==> config.mk <==
export PLATFORM = sky130hd
export DESIGN_NAME = iter_cipher_stream
export DESIGN_NICKNAME = d
export VERILOG_FILES = /design/src/rtl/iter_cipher_stream.sv
export SDC_FILE = /design/constraint.sdc
export NUM_CORES = 1
export LEC_CHECK = 0
export ABC_AREA = 1
export BUFFER_PORTS_ARGS = -buffer_cell sky130_fd_sc_hd__buf_2
export CAP_MARGIN = 20
export CORE_ASPECT_RATIO = 1.5
export CORE_UTILIZATION = 35
export DETAILED_ROUTE_END_ITERATION = 10
export GPL_ROUTABILITY_DRIVEN = 0
export MAX_ROUTING_LAYER = met4
export PLACE_DENSITY = 0.59
export SKIP_LAST_GASP = 1
export SLEW_MARGIN = 10
export SYNTH_ARGS = -nofsm -noshare
export SYNTH_HDL_FRONTEND = slang
export SYNTH_SLANG_ARGS = --single-unit
==> constraint.sdc <==
create_clock -name clk -period 5.4 [get_ports clk]
set_input_delay 0.81 -clock clk [delete_from_list [all_inputs] [get_ports clk]]
set_output_delay 0.81 -clock clk [all_outputs]
set_load 0.01 [all_outputs]
==> src/rtl/iter_cipher_stream.sv <==
// iter_cipher_stream
// AXI-Stream front end for an iterative block-cipher round core.
// It accepts one W-bit block per input handshake and steps the core through
// round indices 0..ROUNDS-1. ECB or CBC chaining can be selected per block.
// Results are queued in an OUT_DEPTH first-word-fall-through FIFO.
//
// Ports:
//   clk, rst                       clock, synchronous active-high reset
//   s_axis_tdata/tuser/tvalid      input block, mode (1 = decrypt), valid
//   s_axis_tready                  input ready
//   m_axis_tdata/tvalid/tready     result stream
//   cbc_en                         per-block CBC enable, sampled at handshake
//   iv, iv_load                    chain register load (honoured in IDLE only)
//   core_in, core_decrypt          block and mode to core, stable for a run
//   core_round                     round index to core
//   core_out                       core result, final during CAPTURE
//   busy                           high while a block is in the core
//   blk_count                      completed blocks, wraps at 2**32
module iter_cipher_stream #(
   parameter int W         = 64,
   parameter int ROUNDS    = 16,
   parameter int RW        = 4,
   parameter int OUT_DEPTH = 4
) (
   input  logic          clk,
   input  logic          rst,
   input  logic [W-1:0]  s_axis_tdata,
   input  logic          s_axis_tuser,
   input  logic          s_axis_tvalid,
   output logic          s_axis_tready,
   output logic [W-1:0]  m_axis_tdata,
   output logic          m_axis_tvalid,
   input  logic          m_axis_tready,
   input  logic          cbc_en,
   input  logic [W-1:0]  iv,
   input  logic          iv_load,
   output logic [W-1:0]  core_in,
   output logic          core_decrypt,
   output logic [RW-1:0] core_round,
   input  logic [W-1:0]  core_out,
   output logic          busy,
   output logic [31:0]   blk_count
);

   localparam int AW = (OUT_DEPTH > 1) ? $clog2(OUT_DEPTH) : 1;
   localparam logic [AW:0]   DEPTH_C = OUT_DEPTH[AW:0];
   localparam logic [RW-1:0] LAST    = RW'(ROUNDS - 1);

   typedef enum logic [1:0] {IDLE, RUN, CAPTURE} state_t;

   state_t         state, state_nxt;
   logic [RW-1:0]  cnt;
   logic [W-1:0]   chain;
   logic [W-1:0]   data_lat;
   logic [W-1:0]   core_in_r;
   logic           dec_r, cbc_r;
   logic [W-1:0]   mem [OUT_DEPTH];
   logic [AW-1:0]  wr_ptr, rd_ptr;
   logic [AW:0]    count;
   logic           in_hs, out_hs, wr_en;
   logic [W-1:0]   result;

   // A block in flight does not hold a FIFO slot, so checking for one free
   // slot at acceptance is enough to keep CAPTURE from overrunning.
   // iv_load takes priority over a same-cycle input.
   assign s_axis_tready = !rst && (state == IDLE) && !iv_load && (count < DEPTH_C);
   assign in_hs         = s_axis_tvalid && s_axis_tready;
   assign out_hs        = m_axis_tvalid && m_axis_tready;
   assign wr_en         = (state == CAPTURE);

   assign m_axis_tvalid = (count != '0);
   assign m_axis_tdata  = mem[rd_ptr];

   assign core_in       = core_in_r;
   assign core_decrypt  = dec_r;
   assign core_round    = cnt;
   assign busy          = (state != IDLE);

   // CBC decrypt removes the previous ciphertext after the core.
   assign result = (cbc_r && dec_r) ? (core_out ^ chain) : core_out;

   always_comb begin
      state_nxt = state;
      case (state)
         IDLE:    if (in_hs) state_nxt = RUN;
         RUN:     if (cnt == LAST) state_nxt = CAPTURE;
         CAPTURE: state_nxt = IDLE;
         default: state_nxt = IDLE;
      endcase
   end

   always_ff @(posedge clk) begin
      if (rst) begin
         state     <= IDLE;
         cnt       <= '0;
         chain     <= '0;
         core_in_r <= '0;
         dec_r     <= 1'b0;
         cbc_r     <= 1'b0;
         blk_count <= '0;
         wr_ptr    <= '0;
         rd_ptr    <= '0;
         count     <= '0;
      end else begin
         state <= state_nxt;

         // Counter returns to 0 after the last round so core_round idles at 0.
         if ((state == RUN) && (cnt != LAST))
            cnt <= cnt + RW'(1);
         else
            cnt <= '0;

         if ((state == IDLE) && iv_load)
            chain <= iv;

         if (in_hs) begin
            core_in_r <= (cbc_en && !s_axis_tuser) ? (s_axis_tdata ^ chain) : s_axis_tdata;
            dec_r     <= s_axis_tuser;
            cbc_r     <= cbc_en;
         end

         if (wr_en) begin
            blk_count <= blk_count + 32'd1;
            // Chain value is always the ciphertext block just processed.
            if (cbc_r)
               chain <= dec_r ? data_lat : core_out;
         end

         if (wr_en)
            wr_ptr <= wr_ptr + AW'(1);
         if (out_hs)
            rd_ptr <= rd_ptr + AW'(1);

         case ({wr_en, out_hs})
            2'b10:   count <= count + (AW+1)'(1);
            2'b01:   count <= count - (AW+1)'(1);
            default: count <= count;
         endcase
      end
   end

   // Datapath storage carries no reset; validity is tracked by count/state.
   always_ff @(posedge clk) begin
      if (in_hs)
         data_lat <= s_axis_tdata;
      if (wr_en)
         mem[wr_ptr] <= result;
   end

endmodule

==> results of run 1 <==
## synth_stat cells, types with 2 or more instances
cell,count
nand2_1,453
edfxtp_1,320
o21ai_0,217
nor2_1,193
dfxtp_1,177
inv_1,108
nand3_1,88
clkbuf_1,82
xnor2_1,67
a31oi_1,65
xor2_1,65
o22ai_1,64
o21ai_1,58
a21oi_1,52
a21oi_2,44
buf_2,32
buf_6,10
ha_1,7
nor2_4,6
buf_4,5
inv_2,5
nand4_1,5
buf_1,4
nor2_2,4
nor3_1,4
o21a_1,4
clkbuf_2,2
## area by class of cell
cell class / count / area share, %
Tap cell: 784 / 3.85
Inverter: 114 / 1.72
Multi-Input combinational cell: 1404 / 28.4
Clock buffer: 71 / 5.47
Timing Repair Buffer: 386 / 7.86
Clock inverter: 21 / 0.723
Antenna cell: 29 / 0.285
Sequential cell: 497 / 51.7
## worst max-delay path by stage
stage	endpoint	cells after the start	slack, ps
after floorplan	mem[0][0]	3	1480
after global placement	m_axis_tdata[19]	5	2390
after detailed placement	m_axis_tdata[17]	5	2300
after CTS	m_axis_tdata[17]	5	1660
after global routing	m_axis_tdata[17]	5	1510
final	m_axis_tdata[0]	4	1820
## flip-flops by register name (all words and copies together), names as in the netlist, named ones only
signal,count
wr_ptr,2
core_decrypt,1
core_in,64
core_round,4
cbc_r,1
state,2
count,3
chain,64
blk_count,32
mem,256
data_lat,64
rd_ptr,2
## power breakdown
part           total (uW)  switching [uW]  internal, uW
clock network        3400            1500          1900
registers            4170            59.2          4110
logic                 519             340           180
total                8100            1900          6190
## logic make-up (layout without fill, tap and decap cells)
logic type	Yosys count	count (layout)	share of synthesized area, %
xor+xnor	132	132	5.40
compound gates	504	504	13.4
flops	497	497	61.4
buf+inv	249	592	5.00
other cells	0	29	0
fa+ha+maj	8	8	0.503
simple gates	760	760	14.3
## routing by layer
| layer | global-route usage, % | up-vias |
|---|---|---|
| li1 | - | 8010 |
| met1 | 28.3 | 8051 |
| met2 | 32.7 | 617 |
| met3 | 4.77 | 106 |
| met4 | 8.96 | 0 |
| met5 | - | - |
## per-stage QoR
step	hold slack (ps)	utilization, %	instances	instance area (sq um)
final	416	42.2	3306	25500
after global routing	380	42.2	3302	25400
after CTS	371	42.1	3277	25400
after detailed placement	457	39.5	3185	23800
after global placement	444	39.5	3185	23800
after floorplan	436	-	2150	21400
==> results.cfg, run 1 <==
[status]
status = finished clean

[sta]
rsz0062_at_grt = no
hold_violations = 0
worstMarginPinSlew_ps = 1110
skew_ps = 18.9
min_period_ps = 3580
setup_tns_ps = 0
slew_violations = 0
fmax_mhz = 279
setup_slack_ps = 1820
slew_headroom_pct = 25.9
setup_viol = 0
min_period_over_period_pct = 66.3

[clock_network]
clkTransAtPathRegs_ps = 70
cts_tree = done
clock_path_buffers = 3
clockRootBuffer = clkbuf_16
cts.sinks = 497
hold_buffers = 0
ctsHtreeMaxLevel = 2
postCtsSetupRepairBufs = 0
cts_buffers = 50
clk_latency_ps = 590
post_cts_resize_count = 0

[job]
drv_cap = 0

[synth]
synthFlopType = edfxtp_1
synth_edf_count = 320
synth.distinct_cells = 36
ys_seq_area_share_pct = 61.4
postSynthCellCount = 2150
syn_area_sq_um = 21400
yosysWarnings = 0
syn_nets = 2357
yosys_register_bits = 497
synth_top_cell_area_share_pct = 44.9
avgSynthCellArea_sq_um = 9.96
yosysTopAreaCell = edfxtp_1
synth_area_leaders = edfxtp_1 (45%), dfxtp_1 (17%), nand2_1 (7.9%)
synthArstFlopShare_pct = 0

[critical_path]
r2r-start = core_decrypt
r2r_cells = 5
criticalPathCategory = reg2out
arrival_ps = 2770
critPathLaunchType = flip-flop
rr_endpoint = mem[3][50]
slowest_delay_ps = 790
cp_top_family = buffers and inverters
end_kind = output port
crit_buf_inv = 2
worst-path-max-fanout = 90
worstPathRequired_ps = 4590
path_cells = buf_4, o21ai_0, o22ai_1, buf_2
slowest_stage = buf_4
rrSetupSlack_ps = 2440

[final_layout]
areaGrowthSynthToFinish_pct = 18.9
fin_nets = 2660
multi_input_area_sq_um = 7230
final.fill_count = 5843
final_layout_size_suffix_gt1_share_pct = 21.3
layout_common_cells = nand2_1 (452), buf_2 (364), edfxtp_1 (320)
seq_area_sq_um = 13200
layout_commonest_cell = nand2_1

[worst_hold_path]
hold_start = s_axis_tdata[13]
min_path_type = in2reg
hold_depth = 1
hold_path_end = data_lat[13]

[placement]
dpl_worst_slack_ps = 2300
io_buffers = 366
dp_hpwl_mm = 44.6

[route]
drt_iter0_drc = 1192
dr.pass1.iters = 6
wl_per_cell_um = 20.3
wl_met1_mm = 28.5
post-route-drc-count = 0
ant_nets = 0
avgViaCountPerCell = 5.08
dr_wl_met2_mm = 30.7
dr_wl_met3_mm = 5.42
vias = 16800
top_layer = met4
wirelength_mm = 67.0

[global_route]
grt_pass1_vias = 16000
grt-ovfl-total = 0
grt_antenna_before_repair = 29
track_usage_pct = 21.8
grt_pass1_wl_mm = 99.9
grt_max_degree = 104

[power]
power_density_nw_per_um2 = 318
power_leakage_uw = 0.00995
peakVddDrop_mv = 0.227
power_uw = 8100

[floorplan]
fp.dieW_um = 204
placementRows = 110
coreArea_sq_um = 60300
start_util_pct = 35.5
die-area_sq_um = 62200
ios = 367
die_h_um = 305
Note: power is estimated with default switching activity, not from simulation.
==> run 2, diff against run 1 <==
ABC_AREA = 0   (was 1)
clock period = 3.4 ns   (was 5.4 ns; I/O delays follow)
==> results.cfg, run 2 <==
[status]
status = finished clean

[critical_path]
worstPathRequired_ps = 2890
end_kind = output port
critPathLaunchType = flip-flop
slowest_delay_ps = 730
r2r_cells = 5
critical_path_depth = 3
slowest_stage = dfxtp_4
path_cells = buf_4, mux4_2, buf_2
worst-path-max-fanout = 25
criticalPathCategory = reg2out
cp_top_family = flip-flops
arrival_ps = 2400
crit_buf_inv = 2

[sta]
fmax_mhz = 344
setup_viol = 0
setup_tns_ps = 0
slew_headroom_pct = 39.4
hold_ws_ps = 135
rsz0062_at_grt = no
setup_slack_ps = 492
hold_violations = 0
min_period_ps = 2910
worstMarginPinSlew_ps = 910
skew_ps = 17.6
slew_violations = 0
min_period_over_period_pct = 85.5

[route]
avgViaCountPerCell = 5.02
drt_iter0_drc = 641
ant_nets = 0
wirelength_mm = 53.7
wl_per_cell_um = 20.2
dr.pass1.iters = 5
post-route-drc-count = 0
vias = 13400

[final_layout]
fin_nets = 2044
areaGrowthSynthToFinish_pct = 20.8
final_layout_size_suffix_gt1_share_pct = 28.6
layout_commonest_cell = buf_2
top_register = mem
largest_register_ffs = 256
layout_common_cells = buf_2 (365), edfxtp_1 (320), a211oi_1 (192)

[clock_network]
clk_latency_ps = 570
cts_buffers = 49
clockRootBuffer = clkbuf_16
clkTransAtPathRegs_ps = 60
ctsHtreeMaxLevel = 2
hold_buffers = 0
postCtsSetupRepairBufs = 0
cts.sinks = 497
post_cts_resize_count = 0
cts_tree = done
clock_path_buffers = 3

[synth]
synth.distinct_cells = 43
synthFlopType = edfxtp_1
avgSynthCellArea_sq_um = 13.7
postSynthCellCount = 1504
yosysWarnings = 0
synth_area_leaders = edfxtp_1 (47%), dfxtp_1 (17%), a211oi_1 (7.0%)
syn_area_sq_um = 20600
yosysMostFrequentCell = edfxtp_1
synth_edf_count = 320
ys_seq_area_share_pct = 63.8
synth_commonest_cells = edfxtp_1 (320), a211oi_1 (192), dfxtp_1 (177)
yosysTopAreaCell = edfxtp_1
yosys_register_bits = 497
synth_top_cell_area_share_pct = 46.6
synthArstFlopShare_pct = 0
syn_nets = 1711

[placement]
dpl_worst_slack_ps = 980
dp_hpwl_mm = 33.9
io_buffers = 366

[global_route]
grt_pass1_wl_mm = 81.2
track_usage_pct = 18.3
grt_max_degree = 131
grt_antenna_before_repair = 16
grt-ovfl-total = 0
grt_pass1_vias = 13700

[worst_hold_path]
hold_depth = 1
min_path_type = in2reg

[floorplan]
start_util_pct = 35.5
fp.dieW_um = 200
die_h_um = 299
die-area_sq_um = 59900
ios = 367
coreArea_sq_um = 58000
placementRows = 108

[power]
pwr-share-comb_pct = 5.8
power_density_nw_per_um2 = 508
power_uw = 12600
peakVddDrop_mv = 0.360
power_switching_uw = 2760
power_leakage_uw = 0.00860
intPower_uw = 9880
sw_frac_of_total_pct = 21.9
pwr-share-seq_pct = 52.3
p_clk_share_pct = 41.9

[job]
drv_cap = 0
## run 2: worst paths after layout
kind	from	end	slack [ps]
max reg2reg	state[1]	chain[60]	960
min	s_axis_tdata[30]	data_lat[30]	130
max	flip-flop	m_axis_tdata[59]	490
min reg2reg	core_round[0]	core_round[0]	470
## run 2: layout make-up
class,count,area [sq um]
fillers,5355,33100
flip-flops and latches,497,13200
multi-input cells,889,7000
repair buffers,386,2140
clock buffers,69,1360
well taps,770,963
clock inverters,22,183
inverters,14,52.6
diodes,16,40.0
## run 2: worst register-to-register path, delay by kind of cell, from the launching register on
kind	cells	cell delay, ps
buf+inv	1	410
simple gates	2	1040
flops	1	390
compound gates	2	430
## run 2: stage by stage
stage                     area [sq um]  utilization (%)  instances
after floorplan                  20600                -       1504
after global placement           23300             40.2       2556
after detailed placement         23300             40.2       2556
after CTS                        24900             42.9       2647
after global routing             24900             43.0       2663
final                            24900             43.0       2663
## run 2: cells by family after synthesis
| kind of cell | count (synthesis) | synth area share, % |
|---|---|---|
| XOR/XNOR | 145 | 6.16 |
| flip-flops | 497 | 63.8 |
| buffers and inverters | 118 | 2.42 |
| AND/OR/NAND/NOR | 369 | 8.52 |
| multiplexers | 134 | 10.4 |
| AO/OA/AOI/OAI | 233 | 8.14 |
| adder cells (fa/ha/maj) | 8 | 0.522 |
## run 2: power by group through the flow
stage | combinational [uW] | clock (uW) | sequential, uW
after floorplan | 397 | 0 | 6750
after global routing | 803 | 5670 | 6620
after CTS | 746 | 5460 | 6610
after detailed placement | 741 | 0 | 6740
final | 735 | 5300 | 6610
after global placement | 728 | 0 | 6740
## run 2: routing by layer
layer | part of all wire (%) | global-route usage [%] | vias up
met1 | 40 | 21.0 | 6612
met2 | 50 | 30.7 | 358
met4 | 3.9 | 7.75 | 0
met3 | 5.9 | 4.20 | 105
li1 | - | - | 6287
met5 | 0 | - | -
==> run 3, diff against run 2 <==
CTS_BUF_LIST = sky130_fd_sc_hd__clkbuf_4 sky130_fd_sc_hd__clkbuf_8   (was unset)
==> results.cfg, run 3 (synthesis results as in run 2) <==
[clock_network]
clockRootBuffer = clkbuf_8
clock_path_buffers = 3
clkTransAtPathRegs_ps = 70
cts_buffers = 79
clk_latency_ps = 650
ctsHtreeMaxLevel = 3
postCtsSetupRepairBufs = 0
cts_tree = done
cts.sinks = 497

[sta]
skew_ps = 20.0
hold_ws_ps = 74.7
min_period_over_period_pct = 87.4
slew_headroom_pct = 37.6
min_period_ps = 2970
hold_violations = 0
fmax_mhz = 337
setup_slack_ps = 429
setup_viol = 0
slew_violations = 0
worstMarginPinSlew_ps = 936
rsz0062_at_grt = no
setup_tns_ps = 0

[critical_path]
r2r_cells = 5
end_kind = output port
worstPathRequired_ps = 2890
r2r-start = state[1]
rr_endpoint = chain[60]
worst-path-max-fanout = 25
criticalPathCategory = reg2out
slowest_delay_ps = 730
rrSetupSlack_ps = 950
slowest_stage = dfxtp_4
critPathLaunchType = flip-flop
path_cells = buf_4, mux4_2, buf_2
arrival_ps = 2460

[global_route]
grt_pass1_vias = 14100
track_usage_pct = 18.7
grt-ovfl-total = 0
grt_pass1_wl_mm = 82.3
grt_antenna_before_repair = 13
grt_max_degree = 131

[final_layout]
fin_nets = 2097
areaGrowthSynthToFinish_pct = 22.3
top_register = mem
largest_register_ffs = 256
layout_common_cells = buf_2 (365), edfxtp_1 (320), a211oi_1 (192)
final_layout_size_suffix_gt1_share_pct = 31.3
layout_commonest_cell = buf_2

[floorplan]
die_h_um = 299
placementRows = 108
die-area_sq_um = 59900
fp.dieW_um = 200
start_util_pct = 35.5
ios = 367
coreArea_sq_um = 58000

[power]
peakVddDrop_mv = 0.294
power_density_nw_per_um2 = 500
power_leakage_uw = 0.00882

[route]
wl_per_cell_um = 19.9
vias = 13700
dr.pass1.iters = 4
ant_nets = 0
post-route-drc-count = 0
drt_iter0_drc = 594
wirelength_mm = 54.6
avgViaCountPerCell = 4.99

[status]
status = finished clean

[worst_hold_path]
hold_path_end = data_lat[32]
min_path_type = in2reg
hold_depth = 1
hold_start = s_axis_tdata[32]

[job]
drv_cap = 0

[placement]
io_buffers = 366
dp_hpwl_mm = 33.9
dpl_worst_slack_ps = 980
-- run 3: final cells by class --
type	count	area, sq um
clock buffer	125	1500
inverter	14	52.6
antenna	15	37.5
timing repair buffer	409	2370
multi-input combinational	889	7000
sequential	497	13200
fill	5341	32800
clock inverter	20	133
tap	770	963
-- run 3: worst max-delay path: cells and delay by family (launching register included) --
kind,cells,cell delay [ps]
buf+inv,2,520
mux,1,550
flops,1,730
-- run 3: worst max path at each step --
| stage | end | start | depth (start not counted) |
|---|---|---|---|
| floorplan | mem[1][0] | state[1] | 3 |
| global placement | m_axis_tdata[59] | flip-flop | 3 |
| detailed placement | chain[60] | state[1] | 5 |
| CTS | m_axis_tdata[43] | flip-flop | 3 |
| global route | m_axis_tdata[59] | flip-flop | 3 |
| finish | m_axis_tdata[59] | flip-flop | 3 |
-- run 3: metal layers --
layer	vias to the layer above	GRT usage (%)	routed length (um)
met4	0	8.46	1940
met1	6740	21.2	21700
met3	98	4.66	3530
met5	-	-	0
met2	401	31.1	27400
li1	6416	-	-
-- run 3: report_power, final --
part           switching [uW]  internal (uW)
Clock                    2350           2880
Sequential               71.0           6540
Combinational             426            332
Total                    2850           9750
-- run 3: stage by stage --
stage	instance area [sq um]	instances	utilization [%]	total power, uW
global placement	23300	2556	40.2	7460
floorplan	20600	1504	-	7140
detailed placement	23300	2556	40.2	7480
global route	25200	2737	43.5	13100
CTS	25200	2724	43.4	12800
finish	25200	2739	43.5	12600
-- run 3: repair_timing --
action | 4_1_cts | 5_1_grt
resized for setup | 0 | 0
hold endpoints to repair | 23 | 0
hold buffers | 23 | 0
